File: src/rtl/mem_stall_ctrl_pkg.sv
// Shared pipeline definitions for the memory-op hazard and stall logic.
package mem_stall_ctrl_pkg;

    localparam logic [4:0] OP_ST = 5'b10000;
    localparam logic [4:0] OP_LD = 5'b10001;

    localparam int unsigned DRAIN_CYCLES_DEF = 3;

    typedef enum logic [1:0] {
        StIdle   = 2'd0,
        StDrain  = 2'd1,
        StFreeze = 2'd2
    } stall_state_e;

    function automatic logic is_mem_op(input logic [4:0] op, input logic valid);
        return valid && ((op == OP_ST) || (op == OP_LD));
    endfunction

endpackage

File: src/rtl/mem_stall_ctrl_sat_counter.sv
// Saturating performance counter with synchronous reset; holds at all-ones.
module sat_counter #(
    parameter int unsigned CNT_W = 16
) (
    input  logic             i_clk,
    input  logic             i_rst,
    input  logic             i_inc,
    output logic [CNT_W-1:0] o_count
);

    logic [CNT_W-1:0] r_count;

    always_ff @(posedge i_clk) begin
        if (i_rst) begin
            r_count <= '0;
        end else if (i_inc && (r_count != {CNT_W{1'b1}})) begin
            r_count <= r_count + CNT_W'(1);
        end
    end

    assign o_count = r_count;

endmodule

File: src/rtl/mem_stall_ctrl.sv
// Serialises LD/ST issue behind a drain window, freezes the pipe on memory busy,
// and counts drain-stall cycles.
module mem_stall_ctrl
    import mem_stall_ctrl_pkg::*;
#(
    parameter int unsigned DRAIN_CYCLES = DRAIN_CYCLES_DEF,
    parameter int unsigned CNT_W        = 16
) (
    input  logic             i_clk,
    input  logic             i_rst,
    input  logic [4:0]       i_ifid_op,
    input  logic             i_ifid_valid,
    input  logic             i_flush,
    input  logic             i_mem_busy,
    output logic             o_pc_write_en,
    output logic             o_ifid_write_en,
    output logic             o_idex_bubble,
    output logic             o_pipe_freeze,
    output logic             o_stall_active,
    output logic [CNT_W-1:0] o_stall_count
);

    localparam int unsigned CW = $clog2(DRAIN_CYCLES + 1);
    localparam logic [CW-1:0] DRAIN_LOAD = CW'(DRAIN_CYCLES);

    stall_state_e r_state;
    logic [CW-1:0] r_cnt;

    logic          w_mem_op;
    logic          w_draining;
    logic [CW-1:0] w_cnt_dec;

    assign w_mem_op   = is_mem_op(i_ifid_op, i_ifid_valid);
    // FREEZE with busy released resolves to IDLE/DRAIN purely by cnt.
    assign w_draining = (r_state != StIdle) && (r_cnt != '0);
    assign w_cnt_dec  = r_cnt - CW'(1);

    always_ff @(posedge i_clk) begin
        if (i_rst) begin
            r_state <= StIdle;
            r_cnt   <= '0;
        end else if (i_mem_busy) begin
            r_state <= StFreeze;
        end else if (!i_flush && w_mem_op && !w_draining) begin
            r_cnt   <= DRAIN_LOAD;
            r_state <= StDrain;
        end else if (w_draining) begin
            r_cnt   <= w_cnt_dec;
            r_state <= (w_cnt_dec != '0) ? StDrain : StIdle;
        end else begin
            r_state <= StIdle;
        end
    end

    always_comb begin
        o_pc_write_en   = 1'b1;
        o_ifid_write_en = 1'b1;
        o_idex_bubble   = 1'b0;
        o_pipe_freeze   = 1'b0;
        o_stall_active  = 1'b0;
        if (i_mem_busy) begin
            o_pipe_freeze   = 1'b1;
            o_pc_write_en   = 1'b0;
            o_ifid_write_en = 1'b0;
        end else if (!i_flush && w_mem_op && w_draining) begin
            o_pc_write_en   = 1'b0;
            o_ifid_write_en = 1'b0;
            o_idex_bubble   = 1'b1;
            o_stall_active  = 1'b1;
        end
    end

    sat_counter #(
        .CNT_W(CNT_W)
    ) u_stall_cnt (
        .i_clk  (i_clk),
        .i_rst  (i_rst),
        .i_inc  (o_stall_active),
        .o_count(o_stall_count)
    );

endmodule

File: config.mk
export PLATFORM = sky130hd
export DESIGN_NAME = mem_stall_ctrl
export DESIGN_NICKNAME = d
export VERILOG_FILES = /design/src/rtl/mem_stall_ctrl_pkg.sv /design/src/rtl/mem_stall_ctrl_sat_counter.sv /design/src/rtl/mem_stall_ctrl.sv
export SDC_FILE = /design/constraint.sdc
export NUM_CORES = 1
export LEC_CHECK = 0
export BUFFER_PORTS_ARGS = -buffer_cell sky130_fd_sc_hd__buf_2
export CORE_ASPECT_RATIO = 0.7
export CORE_MARGIN = 2
export CORE_UTILIZATION = 46
export CTS_CLUSTER_DIAMETER = 40
export DETAILED_ROUTE_END_ITERATION = 8
export GPL_ROUTABILITY_DRIVEN = 0
export HOLD_SLACK_MARGIN = 0.06
export PLACE_DENSITY = 0.86
export SYNTH_ARGS = -nofsm -noshare
export SYNTH_HDL_FRONTEND = slang
export SYNTH_HIERARCHICAL = 1
export SYNTH_SLANG_ARGS = --single-unit
export TNS_END_PERCENT = 5
File: constraint.sdc
create_clock -name i_clk -period 2.16 [get_ports i_clk]
set_input_delay 0.108 -clock i_clk [delete_from_list [all_inputs] [get_ports i_clk]]
set_output_delay 0.108 -clock i_clk [all_outputs]
set_load 0.02 [all_outputs]
-- Word level (Yosys, flattened, before mapping)
Index checks and enable logic that the tools add are counted.
- muxes and demuxes: 11
- bitwise operators: 1
- add/subtract/negate cells: 2
- reductions and logical operators: 15
- equal/unequal tests: 3
- operators with widths (operator ; count):
    $add A16 B1 Y16 const B ; 1
    $ne A16 B16 Y1 const B ; 1
    $eq A5 B5 Y1 const B ; 2
    $mux W1 ; 8
    $reduce_bool A2 Y1 ; 4
    $logic_and A1 B1 Y1 ; 6
    $mux W2 ; 3
    $logic_not A1 Y1 ; 2
    $reduce_and A2 Y1 ; 1
    $reduce_or A2 Y1 ; 1
    $sub A2 B1 Y2 const B ; 1
    $logic_or A1 B1 Y1 ; 1
    $not A1 Y1 ; 1
- bits in registers: 20
- bits of input ports: 10
- word-level logic and storage cells: 36
- output and inout port bits: 21

-- Logic depth before layout (Yosys ltp)
- word-level depth: 8
- depth in mapped cells: 8
- gate-level depth less buffers: 8

-- By module
The synthesis kept the hierarchy.
- modules (own cells, without submodules) (module ; cells each ; seq. area each (µm²) ; area an instance (µm²) ; times used):
    sat_counter ; 99 ; 320.3 ; 848.3 ; 1
    mem_stall_ctrl ; 28 ; 80.1 ; 275.3 ; 1

-- Worst setup path after synthesis
OpenSTA, ideal clock, no wires.
- kind: reg2reg
- start: reg r_cnt[0]
- end: reg u_stall_cnt.r_count[9], in the netlist u_stall_cnt/o_count[9]
- cell stages (with the launch flop): 9
- path slack: -0.517 ns
- required time: 2.090 ns
- period minus slack after synthesis: 2.677 ns
- setup time: 0.070 ns
- buffers on the path: 1
- arrival: 2.607 ns
- cell sequence: dfxtp_1 -> inv_1 -> ha_1 -> o21bai_1 -> nor3_1 -> nand2_1 -> clkbuf_1 -> or4_1 -> a21oi_1
- word-level cells in the longest chain between the ends: 6
- ends and longest elaborated chain (item ; RTL line ; text):
    start: declaration ; mem_stall_ctrl.sv:27 ; logic [CW-1:0] r_cnt;
    start signal: assignment ; mem_stall_ctrl.sv:48 ; r_cnt <= w_cnt_dec;
    $reduce_bool A2 Y1 ; mem_stall_ctrl.sv:35 ; assign w_draining = (r_state != StIdle) && (r_cnt != '0);
    $logic_and A1 B1 Y1 ; mem_stall_ctrl.sv:35 ;
    $logic_and A1 B1 Y1 ; mem_stall_ctrl.sv:65 ; end else if (!i_flush && w_mem_op && w_draining) begin
    $mux W1 (2 in a row) ; n/a ;
    via o_idex_bubble ; mem_stall_ctrl.sv:17 ; output logic o_idex_bubble,
    $logic_and A1 B1 Y1 ; mem_stall_ctrl_sat_counter.sv:16 ; end else if (i_inc && (r_count != {CNT_W{1'b1}})) begin
    end signal: assignment ; mem_stall_ctrl_sat_counter.sv:17 ; r_count <= r_count + CNT_W'(1);
    end: declaration ; mem_stall_ctrl_sat_counter.sv:11 ; logic [CNT_W-1:0] r_count;
The timed path passes the listed nets, and every way through them passes these cells.
A chain may end at the register's enable or synchronous reset.

-- Worst setup path in the final report
- start: reg r_cnt[1]
- end: reg u_stall_cnt.r_count[12], in the netlist u_stall_cnt/o_count[12]
- word-level cells in the longest chain between the ends: 6
- ends and longest elaborated chain (item ; RTL line ; text):
    $reduce_bool A2 Y1 ; mem_stall_ctrl.sv:35 ;
    $logic_and A1 B1 Y1 ; mem_stall_ctrl.sv:35 ;
    $logic_and A1 B1 Y1 ; mem_stall_ctrl.sv:65 ;
    $mux W1 ; mem_stall_ctrl.sv:65 ;
    $mux W1 ; mem_stall_ctrl.sv:61 ; if (i_mem_busy) begin
    $logic_and A1 B1 Y1 ; mem_stall_ctrl_sat_counter.sv:16 ;
No other way between the ends.

==> out/metrics.csv <==
metric,value,unit
status,completed,
final hold vios,0,
Critical Path RT,2340,ps
Boundary Pins,31,
crit path from,r_cnt[1],
register area share after synthesis,35.6,%
Syn Inst Count,127,
overall routing resource usage,20.6,%
Starting Density,50.5,%
total grt overflow,0,
share of layout cells above drive strength 1,33.8,%
drt drc,0,
"Max FO, Critical Path",4,
Yosys reg bits,20,
Hold Startpoint,i_mem_busy,
syn nets,140,
htree depth,1,
fill count,184,
first-pass GRT wire length,4510,um
Die ar.,0.00286,mm2
Root Driver,clkbuf_4,
port bufs,29,
number of nets in the layout,171,
Clock Sinks,20,
CP Cell Sequence,"inv_1, ha_1, o21bai_4, nor3_4, buf_4, nand4_1, nor4_2, and3_1, nor3_1",
kind of start point of the critical path,flop,
syn avg cell area,8.85,um2
register area,402,um2
total power divided by cell area,510,mW/mm2
Final Critical Period,2040,ps
Die Width,63.1,um
DR pass1 iterations,4,
kind of critical path,flop to flop,
final slew viol count,0,
maxcap violations,0,
later-pin clock latency in the skew report,310,ps
Avg Vias per Cell,6.11,
worst hold path class,input port to flop,
ys flop type,dfxtp_1,
DR WL/cell,15.7,um
post-synthesis cell area,0.00112,mm2
Slew HR,53.7,%
cts bufs inserted,3,
Clock Pin Slew Worst Setup and Hold Paths,110,ps
clk_skew,15.4,ps
hold bufs inserted after CTS,0,
Layout area overhead,23.9,%
library cells used by synthesis,40,
CTS tree,built,
VDD IR max,662,uV
slowest library cell on the worst path,dfxtp_1,
core region area,0.00222,mm2
Critical Path AT,2220,ps
Max Root-Sink Buffers,2,
ANT cells,0,
post-route cell area,0.00139,mm2
Die Ht,45.4,um
worst-margin pin slew,685,ps
"Largest stage delay, worst path",350,ps
Final HPWL DP,2070,um
row count,14,
CP Capture Type,flop,
Detailed Route Iter0 Violations,128,
YS warnings,6,
Power Total,710,uW
vias in the first global route,995,
multi-input logic area,697,um2
via count,1154,
Max Clock Freq,0.490,GHz
final setup fails,0,
LEAKAGE,0.525,nW
"Period Utilization, post-route",94.5,%
largest net degree at the start of global routing,23,
RR Startpoint,r_cnt[1],
Post-synth ARST share,0,%
Final ANT Viol Nets,0,
Area after DPL,0.00131,mm2
Routed WL,2970,um
count of flip-flops with a built-in enable after synthesis,0,
initial antenna violation count,0,
[worst max-delay path: cells and delay by family (launching register included)]
| family | cells | cell delay [ps] |
|---|---|---|
| and+or+nand+nor | 5 | 930 |
| adders and majority gates | 1 | 200 |
| buffers and inverters | 2 | 250 |
| DFF | 1 | 350 |
| AOI/OAI and AO/OA | 1 | 200 |
[layout by cell type, fill, tap and decap left out, types with 4 or more instances in the layout]
master,count
o21ai_0,4
o31ai_1,6
nand2_1,6
a21oi_1,10
nor2_1,7
buf_2,29
nor3_1,4
or4_1,8
inv_1,5
buf_4,5
nand3_1,6
dfxtp_1,19
[worst paths after layout]
path / to / slack (ps) / cells past startpoint
worst min register to register: u_stall_cnt/o_count[0] / 550 / 2
worst max-delay path: u_stall_cnt/o_count[12] / 120 / 9
worst min-delay path: r_state[1] / 160 / 2
worst max register to register: u_stall_cnt/o_count[12] / 120 / 9
[state kept, by name, indices dropped and copies added, names as in the netlist]
name	cells
u_stall_cnt/o_count	16
r_state	2
r_cnt	2
[cell usage after synthesis (4+ instances only)]
| cell type | n | area, um2 |
|---|---|---|
| nor3_1 | 6 | 30.0 |
| o21ai_0 | 4 | 20.0 |
| inv_1 | 5 | 18.8 |
| nor2_1 | 7 | 26.3 |
| nand2_1 | 7 | 26.3 |
| or4_1 | 8 | 60.1 |
| dfxtp_1 | 20 | 400 |
| a21oi_1 | 10 | 50.1 |
| o31ai_1 | 6 | 45.0 |
| nand3_1 | 6 | 30.0 |
[power by group]
| part | total [mW] | leakage [nW] | internal [mW] | switching, mW |
|---|---|---|---|---|
| Sequential | 0.372 | 0.162 | 0.370 | 0.00147 |
| Clock | 0.309 | 0.0279 | 0.188 | 0.121 |
| Combinational | 0.0299 | 0.335 | 0.0104 | 0.0195 |
| Total | 0.710 | 0.525 | 0.568 | 0.142 |
[per-stage QoR]
stage	setup TNS, ps	hold slack (ps)	util (%)	worst slack [ps]	std cells
global placement	0	472	58.9	136	184
detailed placement	0	480	58.9	52.5	184
global route	-22.1	141	62.6	-22.1	189
finish	0	163	62.6	119	189
CTS	0	149	61.3	36.9	188
floorplan	0	180	-	14.9	127
[cells by family after synthesis]
family	synth area share (%)
adder cells (fa/ha/maj)	3.34
buffers and inverters	6.12
flip-flops	35.6
multiplexers	1.89
XOR/XNOR	1.56
AO/OA/AOI/OAI	19.4
AND/OR/NAND/NOR	32.1
[what timing repair did]
item                       4_1_cts  5_1_grt
setup endpoints to repair        0       10
gates resized for setup          0        5
buffers inserted                 0        1
[per-layer routing]
| layer | GRT usage, % | share of wire [%] | up-vias |
|---|---|---|---|
| met4 | 5.78 | 2.2 | 0 |
| li1 | - | - | 548 |
| met2 | 36.0 | 48 | 53 |
| met5 | 0 | 0 | - |
| met1 | 25.2 | 43 | 541 |
| met3 | 6.48 | 6.4 | 12 |
[layout make-up]
type | count | area share (%)
clock buffers | 3 | 1.62
clock inverters | 1 | 2.16
inverters | 5 | 1.35
multi-input cells | 94 | 50.0
flip-flops and latches | 20 | 28.8
well taps | 32 | 2.88
repair buffers | 34 | 13.1
No activity file was read; power rests on OpenSTA's default activity.
